[config.mk]
export PLATFORM = sky130hd
export DESIGN_NAME = s_iter
export DESIGN_NICKNAME = d
export VERILOG_FILES = /design/src/rtl/s_iter.sv
export SDC_FILE = /design/constraint.sdc
export NUM_CORES = 1
export LEC_CHECK = 0
export ABC_AREA = 0
export CAP_MARGIN = 20
export CELL_PAD_IN_SITES_DETAIL_PLACEMENT = 1
export CELL_PAD_IN_SITES_GLOBAL_PLACEMENT = 2
export CORE_UTILIZATION = 35
export CTS_CLUSTER_SIZE = 12
export DETAILED_ROUTE_END_ITERATION = 6
export GPL_TIMING_DRIVEN = 0
export PLACE_DENSITY = 0.91
export SLEW_MARGIN = 20
export SYNTH_ARGS = -nofsm -noshare
export SYNTH_HDL_FRONTEND = slang
export SYNTH_SLANG_ARGS = --single-unit
[constraint.sdc]
create_clock -name clk -period 5.44 [get_ports clk]
set_input_delay 0.816 -clock clk [delete_from_list [all_inputs] [get_ports clk]]
set_output_delay 0.816 -clock clk [all_outputs]
set_load 0.05 [all_outputs]
[src/rtl/s_iter.sv]
// s_iter: circular set-bit iterator.
// Emits up to P_K indices per beat under valid/ready.
module s_iter #(
  parameter int W      = 8,
  parameter int P_K    = 1,
  parameter bit P_WRAP = 1'b1
) (
  input  logic                      clk,
  input  logic                      arst_n,
  input  logic                      in_vld_i,
  output logic                      in_rdy_o,
  input  logic [W-1:0]              in_x_i,
  input  logic [$clog2(W)-1:0]      in_pos_i,
  output logic                      out_vld_o,
  input  logic                      out_rdy_i,
  output logic                      out_any_o,
  output logic [P_K-1:0]            out_lane_vld_o,
  output logic [P_K*$clog2(W)-1:0]  out_y_enc_o,
  output logic [W-1:0]              out_y_o,
  output logic                      out_last_o
);

  localparam int LW = $clog2(W);

  typedef enum logic {
    S_IDLE = 1'b0,
    S_EMIT = 1'b1
  } state_t;

  state_t              r_state;
  state_t              w_state_nx;

  logic [W-1:0]        r_mask;
  logic [LW-1:0]       r_pos;
  logic                r_any;
  logic [P_K-1:0]      r_lane_vld;
  logic [P_K*LW-1:0]   r_y_enc;
  logic [W-1:0]        r_y;
  logic                r_last;

  logic                w_load;
  logic                w_adv;
  logic                w_done;

  logic [W-1:0]        w_in_mask;
  logic [W-1:0]        w_src_mask;
  logic [LW-1:0]       w_src_pos;

  logic [W-1:0]        w_left;
  logic [W-1:0]        w_y;
  logic [LW-1:0]       w_idx;
  logic [LW-1:0]       w_sel;
  logic                w_hit;
  logic [P_K-1:0]      w_lane_vld;
  logic [P_K*LW-1:0]   w_y_enc;
  logic                w_last;

  // Qualify the incoming vector: without wrap, bits below pos are dropped
  always_comb begin
    w_in_mask = in_x_i;
    if (!P_WRAP) begin
      for (int i = 0; i < W; i++) begin
        if (LW'(i) < in_pos_i) begin
          w_in_mask[i] = 1'b0;
        end
      end
    end
  end

  // Beat source: fresh vector when idle, remaining bits while emitting
  always_comb begin
    if (r_state == S_IDLE) begin
      w_src_mask = w_in_mask;
      w_src_pos  = in_pos_i;
    end else begin
      w_src_mask = r_mask & ~r_y;
      w_src_pos  = r_pos;
    end
  end

  // Pick the next P_K set bits in scan order starting at the source pos
  always_comb begin
    w_left     = w_src_mask;
    w_y        = '0;
    w_lane_vld = '0;
    w_y_enc    = '0;
    w_hit      = 1'b0;
    w_sel      = '0;
    w_idx      = '0;
    for (int k = 0; k < P_K; k++) begin
      w_hit = 1'b0;
      w_sel = '0;
      for (int j = 0; j < W; j++) begin
        w_idx = w_src_pos + LW'(j);
        if (!w_hit && w_left[w_idx]) begin
          w_hit = 1'b1;
          w_sel = w_idx;
        end
      end
      if (w_hit) begin
        w_left[w_sel]            = 1'b0;
        w_y[w_sel]               = 1'b1;
        w_lane_vld[k]            = 1'b1;
        w_y_enc[k*LW +: LW]      = w_sel;
      end
    end
    w_last = (w_left == '0);
  end

  // State register
  always_ff @(posedge clk or negedge arst_n) begin
    if (!arst_n) begin
      r_state <= S_IDLE;
    end else begin
      r_state <= w_state_nx;
    end
  end

  // Next state and datapath strobes
  always_comb begin
    w_state_nx = r_state;
    w_load     = 1'b0;
    w_adv      = 1'b0;
    w_done     = 1'b0;
    unique case (r_state)
      S_IDLE: begin
        if (in_vld_i) begin
          w_load     = 1'b1;
          w_state_nx = S_EMIT;
        end
      end
      S_EMIT: begin
        if (out_rdy_i) begin
          if (r_last) begin
            w_done     = 1'b1;
            w_state_nx = S_IDLE;
          end else begin
            w_adv = 1'b1;
          end
        end
      end
    endcase
  end

  // Beat registers: load on accept, advance on handshake, clear at end
  always_ff @(posedge clk or negedge arst_n) begin
    if (!arst_n) begin
      r_mask     <= '0;
      r_pos      <= '0;
      r_any      <= 1'b0;
      r_lane_vld <= '0;
      r_y_enc    <= '0;
      r_y        <= '0;
      r_last     <= 1'b0;
    end else if (w_load || w_adv) begin
      r_mask     <= w_src_mask;
      r_pos      <= w_src_pos;
      r_lane_vld <= w_lane_vld;
      r_y_enc    <= w_y_enc;
      r_y        <= w_y;
      r_last     <= w_last;
      if (w_load) begin
        r_any <= |w_src_mask;
      end
    end else if (w_done) begin
      r_mask     <= '0;
      r_pos      <= '0;
      r_any      <= 1'b0;
      r_lane_vld <= '0;
      r_y_enc    <= '0;
      r_y        <= '0;
      r_last     <= 1'b0;
    end
  end

  assign in_rdy_o       = (r_state == S_IDLE);
  assign out_vld_o      = (r_state == S_EMIT);
  assign out_any_o      = r_any;
  assign out_lane_vld_o = r_lane_vld;
  assign out_y_enc_o    = r_y_enc;
  assign out_y_o        = r_y;
  assign out_last_o     = r_last;

endmodule

; Word level (Yosys, flattened, before mapping)
; Index checks and enable logic that the tools add are counted.
; Widths: inputs -> output; s select.
[word_totals]
register_bits = 26
word_cells = 112
[op_classes]
addsub = 7
magnitude_cmp = 10
eq_ne = 1
mux = 61
n_bitwise = 5
n_reduce_logical = 20
[ops]
columns = op, n
row1 = $mux 8, 6
row2 = $mux 3, 13
row3 = $lt 3x4->1 const B, 9
row4 = $mux 1, 32
row5 = $bmux 1 s3, 8
row6 = $and 8x8->8, 2
row7 = $not 8->8, 2
row8 = $add 3x3->3 const B, 4
row9 = $logic_and 1x1->1, 8
row10 = $logic_not 8->1, 1
row11 = $reduce_or 8->1, 1
row12 = $logic_not 1->1, 7
row13 = $add 3x2->3 const B, 2
row14 = $add 3x1->3 const B, 1
row15 = $demux 1 s3, 1
row16 = $ge 3x1->1 const B, 1
row17 = $ne 2x2->1 const B, 1
row18 = $pmux 1 s2, 1
row19 = $reduce_and 2->1, 1
row20 = $reduce_bool 2->1, 1
row21 = $logic_or 1x1->1, 1
row22 = $not 1->1, 1

; Logic depth before layout (Yosys ltp)
[logic_depth]
depth_word = 36
depth_mapped = 18
mapped_depth_nobuf = 13

; Worst setup path before layout
; Ideal clock, no wire load.
[synth_timing]
kind = register to register
from = register r_state (netlist: out_vld_o)
to = register r_y[0] (netlist: out_y_o[0])
setup_ps = 122
arrival_time_ps = 4478
required_ps = 5318
slack_ps = 840
path_stages_with_launch = 16
n_path_buf = 3
period_less_slack_ps = 4600
path_cell_list = dfrtp_1 > buf_6 > inv_2 > buf_2 > clkbuf_1 > a21oi_1 > ha_1 > a21oi_1 > a22oi_1 > mux2i_2 > o32ai_2 > nand2_2 > o311ai_1 > mux2_4 > and2_4 > a32o_1
[synth_via]
elab_chain_cells = 31
[synth_lines]
columns = element, line
row1 = from (decl), 30  ; state_t r_state;
row2 = from (signal assigned), 115  ; r_state <= w_state_nx;
row3 = branches (longest 31 deep; another with $add 3x1->3), n/a
row4 = to (signal assigned), 160  ; r_y <= w_y;
row5 = to (decl), 38  ; logic [W-1:0] r_y;
; Parallel ways; which one is timed is not known. The select of a mux whose other input is x is not followed.
; A chain may end at the register's enable or synchronous reset.

; Final worst setup path
[layout_timing]
from = register r_state (netlist: out_vld_o)
to = register r_y[2] (netlist: out_y_o[2])
; Same word-level chain as after synthesis.

==> impl_metrics.json <==
{
  "status": "finished clean",
  "ys_ff_latch": 26,
  "worstSetupPathType": "flop to flop",
  "grt_pass1_wl_mm": 13.96,
  "synthArstFlopShare_pct": 100.0,
  "grt_max_degree": 27,
  "cp.required_ns": 5.62,
  "wl_mm": 8.736,
  "initialDrtViolationCount": 244,
  "diodes": 0,
  "hold_viol_final": 0,
  "avgSynthCellArea_um2": 8.834,
  "yosysSeqAreaShare_pct": 24.88,
  "finClkSkew_ns": 0.006971,
  "start_kind": "flop",
  "post_cts_buffers": 0,
  "ctsResizeCount": 0,
  "post-synth-top-area-cell": "dfrtp_1",
  "clk_pin_slew_ns": 0.09,
  "syn_area_um2": 2615,
  "synth_edf_count": 0,
  "worst_pin_slew_ns": 0.8776,
  "vias": 2584,
  "hold_path_class": "flop to flop",
  "clock_sinks": 26,
  "fin_crit_ns": 4.759,
  "fillCellCount": 866,
  "cts-root-buf": "clkbuf_8",
  "fp.dieH_um": 88.44,
  "ant_nets": 0,
  "setup_viol": 0,
  "ys_top_cells_by_area": "dfrtp_1 (25%), mux2i_1 (7.3%), mux4_2 (6.0%)",
  "final_cell_mix": "nand2_1 (38), clkdlybuf4s50_1 (28), dfrtp_1 (26)",
  "slew_headroom_pct": 41.50,
  "gr-total-overflow": 0,
  "place.gp.congestion": 0.8920,
  "clock_path_buffers": 2,
  "drc": 0,
  "syn-num-nets": 313,
  "cts.htree.levels": 1,
  "path_max_fanout": 10,
  "rows": 31,
  "cpPeakStageDelay_ns": 0.47,
  "max_cap_violations": 0,
  "dp_hpwl_mm": 6.905,
  "slew_violations": 0,
  "fin_crit_sh_pct": 87.48,
  "synth_ff_type": "dfrtp_1",
  "yosysWarnings": 0,
  "cts_buffers": 3,
  "synth.distinct_cells": 72,
  "cts_tree": "done",
  "first_pass_iters": 4,
  "multiInputGateArea_um2": 1832,
  "area_growth_pct": 18.37,
  "die_area_um2": 7821,
  "max_freq_mhz": 210.1,
  "nets": 347,
  "worstSkewPairLatency_ns": 0.28,
  "hold_buffers": 0,
  "synthCells": 296,
  "dieWidth_um": 88.44,
  "critPathSlowestCell": "ha_1",
  "via_per_inst": 6.037,
  "initial_core_util_pct": 36.05,
  "final_common_cell": "nand2_1",
  "end_kind": "flop",
  "antenna_found_initial": 0,
  "ioPinCount": 31,
  "rsz0062_at_grt": "false",
  "fp.coreArea_um2": 7253,
  "cp_cell_sequence": "buf_6, inv_2, buf_2, clkbuf_1, a21oi_1, ha_1, a21oi_1, a22oi_1, mux2i_2, o32ai_2, nand2_2, o311ai_1, mux2_4, and2_4, a32o_1",
  "synth_top_area_share_pct": 24.88,
  "grt_usage_pct": 23.82,
  "cp.arrival_ns": 4.94,
  "drive_above_1_share_pct": 13.37,
  "wl_per_cell_um": 20.41,
  "tns_ns": 0,
  "seqCellArea_um2": 650.6,
  "first_global_vias": 2598,
  "io_buffer_count": 29,
  "timing.critical_path.mode_cell": "a21oi_1"
}
## sequential cells by signal, indices dropped and copies added, names as in the netlist
register / flops
out_vld_o: 1
out_last_o: 1
out_y_enc_o: 3
out_y_o: 8
r_mask: 8
out_lane_vld_o: 1
r_pos: 3
out_any_o: 1
## metal layers
metal  share of wire [%]  GRT usage, %
met3                 5.0         3.172
met4                 1.1         5.132
met5                   0             0
met2                  49         40.42
met1                  45         32.39
## worst max-delay path: cells and delay by family (launching register included)
kind / cells / cell delay, ns
buffers and inverters: 4 / 0.99
DFF: 1 / 0.42
and+or+nand+nor: 2 / 0.31
muxes: 2 / 0.58
AOI/OAI and AO/OA: 6 / 1.89
adders and majority gates: 1 / 0.47
## final cells by class
class	count	share of cell area, %
Inverter	9	1.091
Tap cell	99	4.002
Buffer	16	3.193
Clock inverter	1	0.9701
Clock buffer	3	1.334
Multi-Input combinational cell	245	59.18
Sequential cell	26	21.02
Timing Repair Buffer	29	9.216
## through the flow
stage | hold slack [ns] | std cells | worst slack, ns | instance area (um^2) | util, %
2_1_floorplan | 0.4554 | 296 | 0.8401 | 2615 | -
3_3_place_gp | 0.4604 | 424 | 0.8141 | 3029 | 41.76
3_5_place_dp | 0.4705 | 424 | 0.7450 | 3024 | 41.69
4_1_cts | 0.4965 | 428 | 0.7253 | 3095 | 42.68
5_1_grt | 0.5066 | 428 | 0.4033 | 3095 | 42.68
6_report | 0.4930 | 428 | 0.6811 | 3095 | 42.68
## synthesized netlist by cell type, types with 3 or more instances
cell / instances
o211ai_1: 5
inv_1: 7
nor2b_1: 10
nor2_1: 16
nand2_1: 38
a21oi_1: 13
a22oi_1: 5
a22o_1: 4
a32o_1: 4
a211oi_1: 3
o21ai_0: 20
buf_6: 4
mux4_2: 7
a222oi_1: 4
a21o_1: 4
nand2b_1: 8
mux2i_2: 3
clkbuf_1: 7
o2111ai_1: 3
mux2i_1: 19
o221ai_1: 3
nand3_1: 7
o22a_1: 4
nand3b_1: 3
dfrtp_1: 26
and3_1: 5
and2_1: 3
buf_2: 4
## worst paths after layout
kind	cells past startpoint	to	slack, ns	start
hold / removal	1	out_y_enc_o[0]$_DFFE_PN0P_	0.49	out_y_enc_o[0]$_DFFE_PN0P_
setup / recovery	15	out_y_o[2]$_DFFE_PN0P_	0.68	out_vld_o$_DFF_PN0_
hold reg to reg	1	out_y_enc_o[0]$_DFFE_PN0P_	0.49	out_y_enc_o[0]$_DFFE_PN0P_
min in group asynchronous	1	out_lane_vld_o$_DFFE_PN0P_	0.52	arst_n
setup reg to reg	15	out_y_o[2]$_DFFE_PN0P_	0.68	out_vld_o$_DFF_PN0_
max in group asynchronous	1	r_mask[0]$_DFFE_PN0P_	4.51	arst_n
## kinds of logic (layout without fill, tap and decap cells)
logic type	count (synthesis)	in the layout	synth area share, %
and+or+nand+nor	110	110	21.92
buffers and inverters	25	58	5.072
adders and majority gates	2	2	0.9568
DFF	26	26	24.88
AOI/OAI and AO/OA	97	97	28.57
xor gates and xnor gates	3	3	1.292
muxes	33	33	17.32
Power is not shown: default switching activity piles up to over one toggle a cycle in this logic, so the estimate is an artifact.
